[src/rtl/alu_arbiter.sv]
// alu_arbiter: two-requester front end for one shared combinational ALU.
// A grant stage picks at most one requester per cycle, an issue stage
// registers the winning operation and drives the ALU, and a response stage
// captures the ALU result into the winner's response registers.
//
// Handshake: a request transfers on a rising edge where reqN_valid and
// reqN_ready are both high; the requester holds valid and payload until then.
// reqN_ready depends only on the valids, the priority pointer and reset.
// Responses have no ready: rspN_valid is a one-cycle pulse that must be taken.
module alu_arbiter #(
    parameter int FIXED_PRIO = 0
) (
    input  logic        clk,
    input  logic        rst_n,

    input  logic        req0_valid,
    output logic        req0_ready,
    input  logic [3:0]  req0_op,
    input  logic [31:0] req0_in1,
    input  logic [31:0] req0_in2,

    input  logic        req1_valid,
    output logic        req1_ready,
    input  logic [3:0]  req1_op,
    input  logic [31:0] req1_in1,
    input  logic [31:0] req1_in2,

    output logic        rsp0_valid,
    output logic [31:0] rsp0_out,
    output logic        rsp0_equal,

    output logic        rsp1_valid,
    output logic [31:0] rsp1_out,
    output logic        rsp1_equal,

    output logic [3:0]  alu_op,
    output logic [31:0] alu_in1,
    output logic [31:0] alu_in2,
    input  logic [31:0] alu_out,
    input  logic        alu_equal
);

    // Grant decision for this cycle.
    logic        grant0;
    logic        grant1;
    // Completed handshakes at the coming edge.
    logic        hs0;
    logic        hs1;
    logic        hs_any;
    // Priority pointer: 1 means requester 1 was granted most recently, so
    // requester 0 wins the next contended cycle. Reset value favours req0.
    logic        last_grant;
    // Issue stage bookkeeping.
    logic        iss_valid;
    logic        iss_id;
    // Payload of the winning requester, selected ahead of the issue register.
    logic [3:0]  sel_op;
    logic [31:0] sel_in1;
    logic [31:0] sel_in2;

    // Arbitration: a lone requester always wins; contention is resolved by
    // the fixed priority or by the round-robin pointer. Nothing is granted
    // while reset is held.
    always_comb begin
        grant0 = 1'b0;
        grant1 = 1'b0;
        if (rst_n) begin
            if (req0_valid && req1_valid) begin
                if (FIXED_PRIO != 0) begin
                    grant0 = 1'b1;
                end else if (last_grant) begin
                    grant0 = 1'b1;
                end else begin
                    grant1 = 1'b1;
                end
            end else if (req0_valid) begin
                grant0 = 1'b1;
            end else if (req1_valid) begin
                grant1 = 1'b1;
            end
        end
    end

    assign req0_ready = grant0;
    assign req1_ready = grant1;
    assign hs0        = req0_valid & grant0;
    assign hs1        = req1_valid & grant1;
    assign hs_any     = hs0 | hs1;

    // Payload mux feeding the issue register.
    always_comb begin
        sel_op  = req0_op;
        sel_in1 = req0_in1;
        sel_in2 = req0_in2;
        if (hs1) begin
            sel_op  = req1_op;
            sel_in1 = req1_in1;
            sel_in2 = req1_in2;
        end
    end

    // Round-robin pointer moves only when a handshake actually completes.
    always_ff @(posedge clk or negedge rst_n) begin
        if (!rst_n) begin
            last_grant <= 1'b1;
        end else if (hs_any) begin
            last_grant <= hs1;
        end
    end

    // Issue stage: register the winning operation; ALU inputs hold their
    // last values in cycles without a new issue.
    always_ff @(posedge clk or negedge rst_n) begin
        if (!rst_n) begin
            iss_valid <= 1'b0;
            iss_id    <= 1'b0;
            alu_op    <= 4'd0;
            alu_in1   <= 32'd0;
            alu_in2   <= 32'd0;
        end else begin
            iss_valid <= hs_any;
            if (hs_any) begin
                iss_id  <= hs1;
                alu_op  <= sel_op;
                alu_in1 <= sel_in1;
                alu_in2 <= sel_in2;
            end
        end
    end

    // Response stage for requester 0: capture the ALU result when the issued
    // operation belongs to it, otherwise hold the previous result.
    always_ff @(posedge clk or negedge rst_n) begin
        if (!rst_n) begin
            rsp0_valid <= 1'b0;
            rsp0_out   <= 32'd0;
            rsp0_equal <= 1'b0;
        end else begin
            rsp0_valid <= iss_valid && !iss_id;
            if (iss_valid && !iss_id) begin
                rsp0_out   <= alu_out;
                rsp0_equal <= alu_equal;
            end
        end
    end

    // Response stage for requester 1, mirror of requester 0.
    always_ff @(posedge clk or negedge rst_n) begin
        if (!rst_n) begin
            rsp1_valid <= 1'b0;
            rsp1_out   <= 32'd0;
            rsp1_equal <= 1'b0;
        end else begin
            rsp1_valid <= iss_valid && iss_id;
            if (iss_valid && iss_id) begin
                rsp1_out   <= alu_out;
                rsp1_equal <= alu_equal;
            end
        end
    end

endmodule

[config.mk]
export PLATFORM = sky130hd
export DESIGN_NAME = alu_arbiter
export DESIGN_NICKNAME = d
export VERILOG_FILES = /design/src/rtl/alu_arbiter.sv
export SDC_FILE = /design/constraint.sdc
export NUM_CORES = 1
export LEC_CHECK = 0
export CORE_ASPECT_RATIO = 0.6
export CORE_MARGIN = 10
export CORE_UTILIZATION = 42
export DETAILED_ROUTE_END_ITERATION = 12
export HOLD_SLACK_MARGIN = 0.06
export PLACE_DENSITY = 0.89
export REMOVE_ABC_BUFFERS = 1
export SETUP_SLACK_MARGIN = 0.1
export SYNTH_ARGS = -nofsm -noshare
export SYNTH_HDL_FRONTEND = slang
export SYNTH_SLANG_ARGS = --single-unit
[constraint.sdc]
create_clock -name clk -period 3.1 [get_ports clk]
set_input_delay 0.465 -clock clk [delete_from_list [all_inputs] [get_ports clk]]
set_output_delay 0.465 -clock clk [all_outputs]
set_load 0.03 [all_outputs]
=== Yosys cells after proc, flatten, opt, wreduce, memory -nomap -nowiden ===
Index checks and enable logic that the tools add are counted.
Widths: inputs -> output; s select.

* Multiplexer cells: 12
* Bitwise gates (word level): 3
* Reduce and logical (&&, ||, !) cells: 4

{| class="wikitable"
|+ Operators with widths
! kind !! count
|-
| $mux 32 || 2
|-
| $mux 1 || 9
|-
| $mux 4 || 1
|-
| $logic_and 1x1->1 || 3
|-
| $and 1x1->1 || 2
|-
| $logic_not 1->1 || 1
|-
| $or 1x1->1 || 1
|}

* Flip-flop bits (word level): 139
* Input bits: 173

=== Depth between registers and ports, before layout ===
* Depth after elaboration: 6
* Mapped depth: 5
* Mapped depth without buffers: 3

=== Worst setup path before layout ===
Ideal clock, no wire load.

* Path type: register to output
* Start: reg last_grant
* End: out req0_ready
* Arrival: 1.069 ns
* Data required time: 2.635 ns
* Setup slack: 1.566 ns
* Stages on the path, launching flop included: 4
* Buffers on the path: 1
* Cell sequence: dfstp_2 > inv_1 > a21oi_2 > buf_2

* Word-level cells in the longest chain between the ends: 3

{| class="wikitable"
|+ Ends and longest elaborated chain
! what !! line !! RTL
|-
| start: declaration || 52 || <nowiki>logic last_grant;</nowiki>
|-
| start signal: assignment || 107 || <nowiki>last_grant <= hs1;</nowiki>
|-
| $mux 1 || 71 || <nowiki>end else if (last_grant) begin</nowiki>
|-
| $mux 1 || 68 || <nowiki>if (req0_valid && req1_valid) begin</nowiki>
|-
| $mux 1 || 67 || <nowiki>if (rst_n) begin</nowiki>
|-
| end: declaration || 17 || <nowiki>output logic req0_ready,</nowiki>
|}

No other way between the ends.

=== Worst setup path after layout ===
* Start: in rst_n
* End: out req1_ready

* Word-level cells in the longest chain between the ends: 1

{| class="wikitable"
|+ Ends and longest elaborated chain
! what !! line !! RTL
|-
| start: declaration || 14 || <nowiki>input logic rst_n,</nowiki>
|-
| $mux 1 || 67 ||
|-
| end: declaration || 23 || <nowiki>output logic req1_ready,</nowiki>
|}

No other way between the ends.

==> results.toml <==
[sta]
rsz0062_at_grt = "false"
finalSetupTns_ns = 0
drv_slew = 0
finClkSkew_ns = 0.0109
fmax_ghz = 0.436
fin_crit_ns = 2.29
hold_violations = 0
setup_viol = 0
slew_headroom = 0.314
min_period_over_period = 0.740
worstMarginPinSlew_ns = 1.03

[logic_synthesis]
synth_top_area_frac = 0.622
syn_area_um2 = 5550
synth.area.mux_share = 0.134
synth_compound_area_frac = 0.130
synth.avg_cell_area_um2 = 14.5
yosysWarnings = 0
synth_fa_ha_area_frac = 0
synth_cells = 382
synth_top_area_cell = "dfrtp_1"
synth-seq-cells = 139
synthXorXnorAreaFrac = 0
synth_top_family_by_area = "multiplexers"
synthTopCellsByArea = "dfrtp_1 62%, mux2_2 13%, a221o_1 12%"
ys_types = 16
seq_area_frac_synth = 0.627
synthSimpleGateAreaFrac = 0.0805

[final_layout]
fin_util = 0.733
antenna_cells = 0
fin_nets = 866
synthToLayoutAreaGrowth_pct = 70.2
final_common_cell = "clkdlybuf4s50_1"
nFillCells = 832
multi_input_area_um2 = 1940
final_cell_mix = "307 x clkdlybuf4s50_1, 138 x dfrtp_1, 68 x a221o_1"
drive_gt1_frac = 0.163
regArea_um2 = 3480

[drt]
ant_nets = 0
wl_mm = 20.2
drc_errors = 0
drt-wirelength-per-cell_um = 23.0
dr.first_iter.drc_count = 166
vias = 4587
dr.pass1.iters = 4
vias_per_cell = 5.24

[grt]
antenna_found_initial = 0
grt_max_degree = 82
grt_pass1_wl_mm = 30.7
grt_pass1_vias = 5097
overflow = 0
track_usage = 0.215

[worst_setup_path]
crit_family = "buffers and inverters"
reg2reg_slack_ns = 1.31
crit_fanout = 13
max_stage_delay_ns = 0.57
cp_data_required_time_ns = 2.63
worst-path-buf-inv = 3
critPathKind = "input port to primary output"
cp-end-kind = "primary output"
worstSetupStartpointType = "input port"
crit_arrival_ns = 1.83
cpMaxStageDelayCell = "dlygate4sd3_1"
path_cells = "dlygate4sd3_1, buf_6, nand2_1, a21oi_4, buf_4"

[clock_tree]
clock-sinks = 139
clk_latency_ns = 0.41
postCtsSetupBuffers = 0
htree_levels = 4
ctsRootBufferMaster = "clkbuf_16"
clk_pin_slew_worst_paths_ns = 0.06
tritoncts = "built"
cts_buffer_depth = 2
cts_made_buffers = 17

[placement]
gp_congestion = 0.932
place_hpwl_mm = 15.7
port_buffers = 310

[outcome]
outcome = "complete, no violations"

[min_path]
hp-class = "input port to asynchronous set/reset pin"

[die]
core-area_um2 = 12900
pin_count = 311
die_area_um2 = 18400
die_h_um = 109
initial_utilization = 0.430
die-width_um = 168
rows = 32

[job]
max_cap_viol_count = 0

[power_and_ir_drop]
leakage_uw = 0.00389
peakVddDrop_v = 0.000381
p_per_area_nw_per_um2 = 766
-- per-layer routing --
layer	vias to the layer above	global-route usage	routed length [um]
met2	216	0.372	10100
met5	-	0	0
met1	2303	0.231	7540
li1	2046	-	-
met4	0	0.0650	369
met3	22	0.104	2170
-- state kept, by name, indices dropped and copies added (netlist names) --
| register | count |
|---|---|
| alu_in1 | 32 |
| last_grant | 1 |
| rsp0_valid | 1 |
| rsp0_equal | 1 |
| alu_in2 | 32 |
| alu_op | 4 |
| iss_id | 1 |
| rsp0_out | 32 |
| rsp1_valid | 1 |
| rsp1_out | 32 |
| iss_valid | 1 |
| rsp1_equal | 1 |
-- area by class of cell --
| class | instances | share of cell area |
|---|---|---|
| timing repair buffer | 320 | 0.339 |
| clock inverter | 13 | 0.0166 |
| multi-input combinational | 212 | 0.206 |
| tap | 170 | 0.0225 |
| inverter | 3 | 0.00119 |
| sequential | 139 | 0.368 |
| clock buffer | 19 | 0.0469 |
-- cells in the mapped netlist --
library cell  instances
buf_2                21
mux2_2               66
dfrtp_1             138
o21ba_2               1
and2_0               53
a221o_1              68
and2_1               15
dfstp_2               1
o21ai_2               1
inv_1                 3
clkbuf_1              5
nor2b_1               1
buf_6                 2
a21oi_2               2
o21ai_0               1
nand2_1               4
-- through the flow --
step	setup slack (ns)	hold slack, ns	instances	instance area, um^2	total power (uW)
4_1_cts	0.786	0.469	876	9450	7310
3_3_place_gp	0.927	0.285	843	8840	5150
2_1_floorplan	0.423	0.169	354	5400	3830
5_1_grt	0.733	0.465	876	9450	7530
3_5_place_dp	0.869	0.285	843	8840	5240
6_report	0.806	0.474	876	9450	7230
-- timing repair --
item | in CTS | in global routing
gates resized for setup | 0 | 0
hold buffers | 1 | 0
endpoints found under the hold margin | 8 | 0
-- logic make-up after synthesis --
kind of cell,count (synthesis)
AO/OA/AOI/OAI,73
buffers and inverters,31
flip-flops,139
AND/OR/NAND/NOR,73
multiplexers,66
-- report_power, final --
| group | internal (uW) | leakage (uW) | switching (uW) |
|---|---|---|---|
| sequential | 2240 | 0.00167 | 244 |
| combinational | 1270 | 0.00194 | 1440 |
| clock | 1230 | 0.000287 | 812 |
-- final timing paths --
path,to,cells after the start,start
max,req1_ready,5,rst_n
min,alu_in2[3]$_DFFE_PN0P_,2,rst_n
max reg2reg,rsp0_out[10]$_DFFE_PN0P_,2,iss_id$_DFFE_PN0P_
min reg2reg,rsp1_out[6]$_DFFE_PN0P_,1,rsp1_out[6]$_DFFE_PN0P_
max in group asynchronous,alu_in1[10]$_DFFE_PN0P_,3,rst_n
min in group clk,rsp1_out[6]$_DFFE_PN0P_,1,rsp1_out[6]$_DFFE_PN0P_
No activity file was read; power rests on OpenSTA's default activity.
